**src/rtl/fetch_pair_queue.sv**
```systemverilog
// Instruction fetch stage: sequential fetch over a hold-until-ack port into a
// circular FIFO, presenting the two oldest words to the dual-lane scheduler.
module fetch_pair_queue #(
  parameter int unsigned DEPTH    = 8,
  parameter logic [31:0] RESET_PC = 32'h0000_0000
) (
  input  logic                     clk,
  input  logic                     rst,
  output logic                     mem_req,
  output logic [31:0]              mem_addr,
  input  logic                     mem_ack,
  input  logic [31:0]              mem_rdata,
  input  logic                     redirect,
  input  logic [31:0]              redirect_pc,
  input  logic                     freeze1,
  input  logic                     freeze2,
  output logic [31:0]              instruction0,
  output logic [31:0]              instruction1,
  output logic                     nothing_filled,
  output logic [$clog2(DEPTH):0]   count
);

  localparam int unsigned PW = $clog2(DEPTH);
  localparam int unsigned CW = PW + 1;

  typedef enum logic [1:0] {
    S_IDLE,
    S_WAIT,
    S_DRAIN
  } state_t;

  state_t          state_q, state_d;
  logic [31:0]     pc_q, pc_d;
  logic [31:0]     target_q, target_d;
  logic [PW-1:0]   head_q, head_d;
  logic [PW-1:0]   tail_q, tail_d;
  logic [CW-1:0]   count_q, count_d;
  logic [31:0]     mem_q [DEPTH];

  logic            push;
  logic            pop_en;
  logic [CW-1:0]   pop_n;

  always_comb begin
    push     = (state_q == S_WAIT) && mem_ack && !redirect;
    pop_en   = !freeze1 && !freeze2 && (count_q != '0) && !redirect;
    pop_n    = '0;
    if (pop_en) begin
      pop_n = (count_q >= CW'(2)) ? CW'(2) : CW'(1);
    end

    if (redirect) begin
      head_d  = '0;
      tail_d  = '0;
      count_d = '0;
    end else begin
      head_d  = head_q + PW'(pop_n);
      tail_d  = tail_q + PW'(push);
      count_d = count_q + CW'(push) - pop_n;
    end

    state_d  = state_q;
    pc_d     = pc_q;
    target_d = target_q;
    case (state_q)
      S_IDLE: begin
        if (redirect) begin
          pc_d    = redirect_pc;
          state_d = S_WAIT;
        end else if (count_q < CW'(DEPTH)) begin
          state_d = S_WAIT;
        end
      end
      S_WAIT: begin
        if (redirect) begin
          if (mem_ack) begin
            pc_d = redirect_pc;
          end else begin
            target_d = redirect_pc;
            state_d  = S_DRAIN;
          end
        end else if (mem_ack) begin
          pc_d = pc_q + 32'd4;
          if (count_d == CW'(DEPTH)) begin
            state_d = S_IDLE;
          end
        end
      end
      S_DRAIN: begin
        // pc_q still holds the in-flight address until the stale ack returns
        if (mem_ack) begin
          pc_d    = redirect ? redirect_pc : target_q;
          state_d = S_WAIT;
        end else if (redirect) begin
          target_d = redirect_pc;
        end
      end
      default: state_d = S_IDLE;
    endcase
  end

  always_ff @(posedge clk) begin
    if (rst) begin
      state_q  <= S_IDLE;
      pc_q     <= RESET_PC;
      target_q <= RESET_PC;
      head_q   <= '0;
      tail_q   <= '0;
      count_q  <= '0;
    end else begin
      state_q  <= state_d;
      pc_q     <= pc_d;
      target_q <= target_d;
      head_q   <= head_d;
      tail_q   <= tail_d;
      count_q  <= count_d;
    end
  end

  always_ff @(posedge clk) begin
    if (push) begin
      mem_q[tail_q] <= mem_rdata;
    end
  end

  always_comb begin
    mem_req        = (state_q == S_WAIT) || (state_q == S_DRAIN);
    mem_addr       = pc_q;
    nothing_filled = (count_q == '0);
    count          = count_q;
    instruction0   = (count_q != '0)     ? mem_q[head_q]          : '0;
    instruction1   = (count_q >= CW'(2)) ? mem_q[head_q + PW'(1)] : '0;
  end

endmodule

```
**config.mk**
```make
export PLATFORM = sky130hd
export DESIGN_NAME = fetch_pair_queue
export DESIGN_NICKNAME = d
export VERILOG_FILES = /design/src/rtl/fetch_pair_queue.sv
export SDC_FILE = /design/constraint.sdc
export NUM_CORES = 1
export LEC_CHECK = 0
export ABC_AREA = 1
export BUFFER_PORTS_ARGS = -buffer_cell sky130_fd_sc_hd__buf_2
export CAP_MARGIN = 15
export CELL_PAD_IN_SITES_DETAIL_PLACEMENT = 0
export CELL_PAD_IN_SITES_GLOBAL_PLACEMENT = 2
export CORE_AREA = 2 2 215 217
export CTS_BUF_LIST = sky130_fd_sc_hd__clkbuf_8
export DETAILED_ROUTE_END_ITERATION = 16
export DIE_AREA = 0 0 217 219
export HOLD_SLACK_MARGIN = 0.06
export PLACE_DENSITY_LB_ADDON = 0.1
export REMOVE_ABC_BUFFERS = 1
export SLEW_MARGIN = 0
export SYNTH_ARGS = -nofsm -noshare
export SYNTH_HDL_FRONTEND = slang
export SYNTH_SLANG_ARGS = --single-unit
```
**constraint.sdc**
```tcl
create_clock -name clk -period 4 [get_ports clk]
set_input_delay 0.2 -clock clk [delete_from_list [all_inputs] [get_ports clk]]
set_output_delay 0.2 -clock clk [all_outputs]
set_load 0.005 [all_outputs]
```
# Word level (Yosys, flattened, before mapping)
# Memories as Yosys holds them, arrays and structs flattened. A register that Yosys moved wholly into a read port is not among the register bits.
# Cells that the tools add are included.
[classes]
add_sub_neg = 6
order_cmp = 2
eq_ne = 13
mux = 27
reduce_logical = 18
[op_table]
columns = ["op", "count"]
rows = [
  ["32-bit two-way mux", 11],
  ["32-bit one-hot mux with 3 select lines", 1],
  ["32-bit one-hot mux with 2 select lines", 1],
  ["32-bit by 3-bit adder with 32-bit output, second input constant", 1],
  ["2-bit two-way mux", 9],
  ["2-bit != test, second input constant", 6],
  ["3-bit != test, second input constant", 3],
  ["4-bit AND reduction", 2],
  ["2-bit one-hot mux with 3 select lines", 1],
  ["1-bit logical AND", 5],
  ["5-bit AND reduction", 1],
  ["4-bit by 1-bit adder with 4-bit output", 1],
  ["4-bit == test, second input constant", 1],
  ["4-bit by 2-bit greater-or-equal comparator with 1-bit output, second input constant", 1],
  ["4-bit logical NOT", 1],
  ["4-bit < comparator, second input constant", 1],
  ["4-bit two-way mux", 1],
  ["4-bit nonzero test", 1],
  ["4-bit subtractor", 1],
  ["3-bit by 1-bit adder with 3-bit output", 1],
  ["3-bit by 1-bit adder with 3-bit output, second input constant", 1],
  ["3-bit adder", 1],
  ["1-bit logical NOT", 3],
  ["3-bit two-way mux", 1],
  ["other kinds (9)", 10],
]
[totals]
register_bits = 76
ram_bits = 256
input_bits = 70
output_inout_bits = 102
word_cells = 73
memories = 1
[mem_list]
columns = ["name", "words", "word_bits", "rd", "rd_ports_with_merged_regs", "write_ports", "line", "text"]
rows = [
  ["mem_q", 8, 32, 2, 1, 1, "38", "logic [31:0] mem_q [DEPTH];"],
]

# Longest topological paths before layout
# Gate-level depths: netlist of run 1.
[depth]
depth_word = 12
mapped_depth = 19

# Least setup slack after synthesis of run 1
# Ideal clock, no wire load.
[synth_timing]
path_kind = "register -> register"
start = "register state_q[1]"
end = "memory mem_q[0][0] (enable)"
setup_ns = 0.421
arrival_ns = 2.625
required_ns = 3.579
setup_slack_ns = 0.954
stages_incl_launch_ff = 8
period_less_slack_ns = 3.046
path_cell_list = "dfxtp_1 > inv_1 > ha_1 > nand2_2 > nor2_1 > inv_1 > or2_2 > nor2_1"
[synth_via]
elab_chain_len = 5
[synth_rtl]
columns = ["item", "line", "text"]
rows = [
  ["from (decl)", "32", "state_t state_q, state_d;"],
  ["from (signal assigned)", "111", "state_q <= state_d;"],
  ["2-bit by 1-bit == test with 1-bit output", "45", "push = (state_q == S_WAIT) && mem_ack && !redirect;"],
  ["1-bit logical AND (2 in series)", "45", ""],
  ["1-bit two-way mux", "121", "if (push) begin"],
  ["1-bit two-way mux (not written as such)", "122", "mem_q[tail_q] <= mem_rdata;"],
  ["to (decl)", "38", ""],
]
# No other way between the ends.

==> flow_metrics.py, run 1 <==
metrics = {
    "run_status": {
        "status": "finished clean",
    },
    "routing": {
        "drtIter0Drc": 1059,
        "routed.top_layer": "met5",
        "antenna_left": 0,
        "drtPass1Iterations": 5,
        "wl_met1_um": 22700,
        "wl_um": 53500,
        "vias_per_cell": 5.29,
        "drc_errors": 0,
        "wl_met3_um": 2850,
        "wl_met2_um": 26600,
        "wl_per_cell_um": 18.9,
        "dr_total_vias": 15000,
    },
    "timing": {
        "setup_viol": 0,
        "min_period_over_period": 0.880,
        "fin_crit_ps": 3520,
        "worst_pin_slew_ps": 1030,
        "relSlewSlack": 0.313,
        "slew_viol_final": 0,
        "fmax_mhz": 284,
        "fin_hold_ws_ps": 346,
        "hold_violations": 0,
        "setup_ws_ps": 479,
        "worst_clock_skew_ps": 26.5,
        "grt_setup_unrepaired": "no",
    },
    "floorplan": {
        "die_h_um": 219,
        "initial_core_util": 0.379,
        "core_mm2": 0.0451,
        "rows": 78,
        "dieArea_mm2": 0.0475,
        "io_pins": 172,
        "die_w_um": 217,
    },
    "cells_and_area": {
        "drive_above_1_share": 0.135,
        "area_growth_pct": 18.4,
        "fin_nets": 2267,
        "finish.utilization": 0.448,
    },
    "place": {
        "dpl_worst_slack_ps": 1060,
        "gp_congestion": 0.799,
        "io_buffer_count": 171,
        "dp_hpwl_um": 32100,
    },
    "synth": {
        "synth_top_family_by_area": "compound AO/OA/AOI/OAI gates",
        "synth-seq-cells": 332,
        "synth-async-reset-ratio": 0,
        "synthXorXnorAreaFrac": 0.00513,
        "synth_top_area_frac": 0.450,
        "synthesis.instances": 1988,
        "synthSimpleGateAreaFrac": 0.113,
        "synth_area_leaders": "edfxtp_1, a21oi_1, o21ai_0, dfxtp_1, nor2_1",
        "syn_area_per_cell_um2": 8.58,
        "synth-compound-area-share": 0.255,
        "ys_types": 33,
        "synthesis.area_mm2": 0.0171,
        "synthMuxAreaShare": 0,
        "synth_edf_count": 256,
        "yosys_warnings": 0,
        "synthTopCellsByCount": "a21oi_1, o21ai_0, edfxtp_1, nor2_1, nand2_1",
        "ys_seq_area_frac": 0.540,
        "yosysMostFrequentCell": "a21oi_1",
        "synth_fa_ha_area_frac": 0.0126,
        "ys.flop_type": "edfxtp_1",
        "synth_top_area_cell": "edfxtp_1",
    },
    "clock_tree": {
        "clk_pin_slew_worst_paths_ps": 60,
        "clock_path_buffers": 3,
        "numCtsBuffers": 58,
        "cts-root-buf": "clkbuf_8",
        "htreeDepth": 2,
        "clk_latency_ps": 670,
        "cts_tree": "yes",
        "cts.sinks": 332,
        "cts-resized-gates": 0,
    },
    "hold_path": {
        "hold_class": "in -> reg",
    },
    "global_routing": {
        "grt_use_total": 0.223,
        "grt-ovfl-total": 0,
        "grt_antenna_before_repair": 4,
        "grt_pass1_wl_um": 81900,
        "grt_pass1_vias": 14600,
        "grt_max_degree": 211,
    },
    "critical_path": {
        "arrival_ps": 3320,
        "cp-end-kind": "primary output",
        "cp-start-kind": "flip-flop",
        "critPathRequiredTime_ps": 3800,
        "worstSetupPathType": "reg -> out",
        "cp_max_fo": 92,
    },
    "power": {
        "p_per_area_mw_per_mm2": 377,
        "leakage_nw": 7.57,
        "vdd_drop_max_uv": 230,
    },
    "flow_run": {
        "maxCapViolCount": 0,
    },
}
-- cell families after synthesis --
logic type               Yosys count
flip-flops                       332
AND/OR/NAND/NOR                  485
adder cells (fa/ha/maj)           16
buffers and inverters            311
AO/OA/AOI/OAI                    834
XOR/XNOR                          10
-- sequential cells by signal (all words and copies together) (netlist names) --
signal    cells
tail_q        3
mem_q       256
target_q     32
count         4
state_q       2
head_q        3
mem_addr     32
-- power by group --
part	switching [mW]	internal, mW	leakage [nW]
Sequential	0.114	3.83	2.93
Combinational	0.504	0.303	4.05
Clock	1.45	1.42	0.593
Total	2.07	5.55	7.57
-- through the flow --
stage / cell area (um^2) / setup TNS (ps) / cells / total power, mW
6_report: 20200 / 0 / 2832 / 7.62
5_1_grt: 20200 / 0 / 2832 / 7.99
4_1_cts: 20200 / 0 / 2830 / 7.74
3_5_place_dp: 18500 / 0 / 2652 / 4.77
3_3_place_gp: 18500 / 0 / 2652 / 4.76
2_1_floorplan: 16400 / -243050 / 1846 / 4.40
-- cell usage in the layout, fill, tap and decap left out, drive strengths merged --
cell         count
o21ai          391
a21oi          356
edfxtp         256
nor2           218
buf            206
nand2          200
inv            186
dfxtp           76
dlygate4sd3     69
clkbuf          62
nor3            36
a31oi           36
o211ai          34
clkinv          30
nand3           25
ha              14
a211oi          10
xor2             7
a221oi           3
xnor2            3
diode            2
o221a            2
and2             2
nand3b           2
fa               2
or2              1
a22oi            1
o21bai           1
nor3b            1
-- layout make-up --
cell class              instances  area, um^2
clock buffers                  62         853
clock inverters                47         190
diodes                          2        5.00
inverters                     169         642
multi-input cells            1345        6700
flip-flops and latches        332        9220
well taps                     600         751
repair buffers                275        1850
fillers                      4510       24900
-- routing by layer --
layer  track usage  vias to the layer above
li1              -                     7399
met1         0.272                     7098
met2         0.393                      377
met3        0.0459                       98
met4        0.0731                        4
met5             0                        -
-- critical path, stage by stage, from the launching register on --
cell and delay [ps]:
dfxtp_4 430, buf_4 460, buf_4 750, o21ai_0 190, o21ai_0 190, o21ai_0 90, a31oi_1 340, buf_2 190
-- path summary, 6_finish.rpt --
check / startpoint / end / slack [ps] / cells after the start
setup / recovery: head_q[0] / instruction0[5] / 480 / 7
hold / removal: mem_rdata[22] / mem_q[3][22] / 350 / 2
setup reg to reg: count[2] / state_q[0] / 1060 / 18
hold reg to reg: state_q[1] / state_q[1] / 500 / 2
-- repair_timing --
item,in CTS,in global routing
hold buffers,69,0
setup buffers,0,0
endpoints found under the hold margin,324,0
No activity file was read; power rests on OpenSTA's default activity.
==> inputs of run 2 (changes only) <==
==> constraint.sdc (replaced) <==
create_clock -name clk -period 4 [get_ports clk]
set_input_delay 0.8 -clock clk [delete_from_list [all_inputs] [get_ports clk]]
set_output_delay 0.8 -clock clk [all_outputs]
set_load 0.005 [all_outputs]
==> run 2 against run 1 <==
  * Maximum frequency decreased by 7.4%
  * Count of clock-buffer cells in the layout increased by 3
  * Sequential share of layout area increased by 1.3 points
  * Critical endpoint is now instruction1[9]
==> flow_metrics.py, run 2 (synthesis results as in run 1) <==
metrics = {
    "run_status": {
        "status": "finished clean",
    },
    "timing": {
        "relSlewSlack": 0.473,
        "hold_violations": 0,
        "tns_ps": 0,
        "min_period_over_period": 0.950,
        "slew_viol_final": 0,
        "fin_crit_ps": 3800,
        "worst_clock_skew_ps": 20.7,
        "setup_viol": 0,
        "worst_pin_slew_ps": 789,
        "fmax_mhz": 263,
        "grt_setup_unrepaired": "no",
        "setup_ws_ps": 199,
    },
    "routing": {
        "drc_errors": 0,
        "antenna_left": 0,
        "drtIter0Drc": 978,
        "vias_per_cell": 5.28,
        "wl_per_cell_um": 18.8,
        "drtPass1Iterations": 5,
        "dr_total_vias": 14600,
        "wl_um": 51900,
    },
    "cells_and_area": {
        "area_growth_pct": 15.2,
        "top_register": "mem_q",
        "layout_commonest_cell": "a21oi_1",
        "design_area_mm2": 0.0197,
        "drive_above_1_share": 0.142,
        "largest_reg_flops": 256,
        "final_cell_mix": "a21oi_1, o21ai_0, edfxtp_1",
        "fin_nets": 2202,
        "fillerInstances": 4504,
    },
    "critical_path": {
        "rr_endpoint": "state_q[0]",
        "cpPeakStageDelay_ps": 740,
        "rr_worst_depth": 18,
        "timing.rr.start": "count[2]",
        "cp-end-kind": "primary output",
        "worstSetupPathType": "reg -> out",
        "cp_cell_sequence": "ha_4 > inv_1 > buf_4 > a21oi_1 > o21ai_0 > a21oi_1 > nor3_1 > buf_2",
        "arrival_ps": 3000,
        "critPathRequiredTime_ps": 3200,
        "cpMostUsedCell": "a21oi_1",
        "r2r_slack_ps": 1090,
        "cp-start-kind": "flip-flop",
        "cp_max_fo": 50,
        "cp_slowest_cell": "dfxtp_4",
    },
    "clock_tree": {
        "ctsHoldBuffers": 0,
        "cts-root-buf": "clkbuf_8",
        "cts_tree": "yes",
        "cts.sinks": 332,
        "htreeDepth": 2,
        "numCtsBuffers": 60,
        "clk_pin_slew_worst_paths_ps": 60,
        "clock_path_buffers": 3,
        "clk_latency_ps": 650,
    },
    "global_routing": {
        "grt_pass1_vias": 14200,
        "grt_max_degree": 149,
        "grt_use_total": 0.217,
        "grt_antenna_before_repair": 8,
        "grt-ovfl-total": 0,
        "grt_pass1_wl_um": 79700,
    },
    "hold_path": {
        "min_path_cells": 1,
        "min-delay-start": "mem_rdata[11]",
        "holdPathEnd": "mem_q[1][11]",
        "hold_class": "in -> reg",
    },
    "floorplan": {
        "dieArea_mm2": 0.0475,
        "die_h_um": 219,
        "io_pins": 172,
        "rows": 78,
        "initial_core_util": 0.379,
        "core_mm2": 0.0451,
        "die_w_um": 217,
    },
    "flow_run": {
        "maxCapViolCount": 0,
    },
    "place": {
        "gp_congestion": 0.807,
        "dpl_worst_slack_ps": 803,
        "io_buffer_count": 171,
        "dpl_cell_area_mm2": 0.0185,
        "dp_hpwl_um": 30900,
    },
    "power": {
        "vdd_drop_max_uv": 244,
        "leakage_nw": 7.36,
        "p_per_area_mw_per_mm2": 387,
        "finalPower_mw": 7.60,
    },
}
## run 2: what timing repair did
| item | 4_1_cts | 5_1_grt |
|---|---|---|
| resized for setup | 0 | 1 |
| setup endpoints to repair | 0 | 10 |
| endpoints found under the hold margin | 0 | 0 |
| buffers inserted | 0 | 1 |
## run 2: worst max path at each step
stage                          from               end  slack (ps)  depth (start not counted)
after floorplan           head_q[0]  instruction0[10]       -4300                          6
after global placement     redirect        state_q[0]         830                         15
after detailed placement  head_q[0]   instruction1[9]         800                          6
after CTS                 head_q[0]   instruction1[5]          90                          6
after global routing      head_q[0]   instruction0[8]          20                          8
final                     head_q[1]   instruction1[9]         200                          8
## run 2: power by group
part           internal, mW  switching [mW]
registers              3.83           0.116
logic                 0.264           0.486
clock network          1.48            1.43
total                  5.57            2.03
## run 2: worst max-delay path, delay by kind of cell, from the launching register on
kind / cells / cell delay [ps]
compound gates: 3 / 240
fa+ha+maj: 1 / 310
buf+inv: 3 / 600
flops: 1 / 740
simple gates: 1 / 460
## run 2: metal layers
| metal | GRT usage | wire length, um | up-vias |
|---|---|---|---|
| li1 | - | - | 7276 |
| met1 | 0.263 | 21800 | 6814 |
| met2 | 0.387 | 25600 | 407 |
| met3 | 0.0452 | 3100 | 98 |
| met4 | 0.0637 | 1330 | 8 |
| met5 | 0 | 58 | - |
## run 2: layout make-up
class,instances,area (um^2),share of cell area
Clock inverter,44,179,0.00910
Antenna cell,3,7.51,0.000382
Sequential cell,332,9220,0.469
Timing Repair Buffer,208,1270,0.0646
Inverter,169,642,0.0327
Multi-Input combinational cell,1345,6700,0.341
Clock buffer,65,895,0.0455
Tap cell,600,751,0.0382
## run 2: per-stage QoR
stage / instances / util / hold WS (ps)
finish: 2766 / 0.436 / 413
floorplan: 1846 / - / 466
global route: 2765 / 0.436 / 380
detailed placement: 2653 / 0.411 / 496
global placement: 2653 / 0.411 / 492
CTS: 2762 / 0.435 / 356
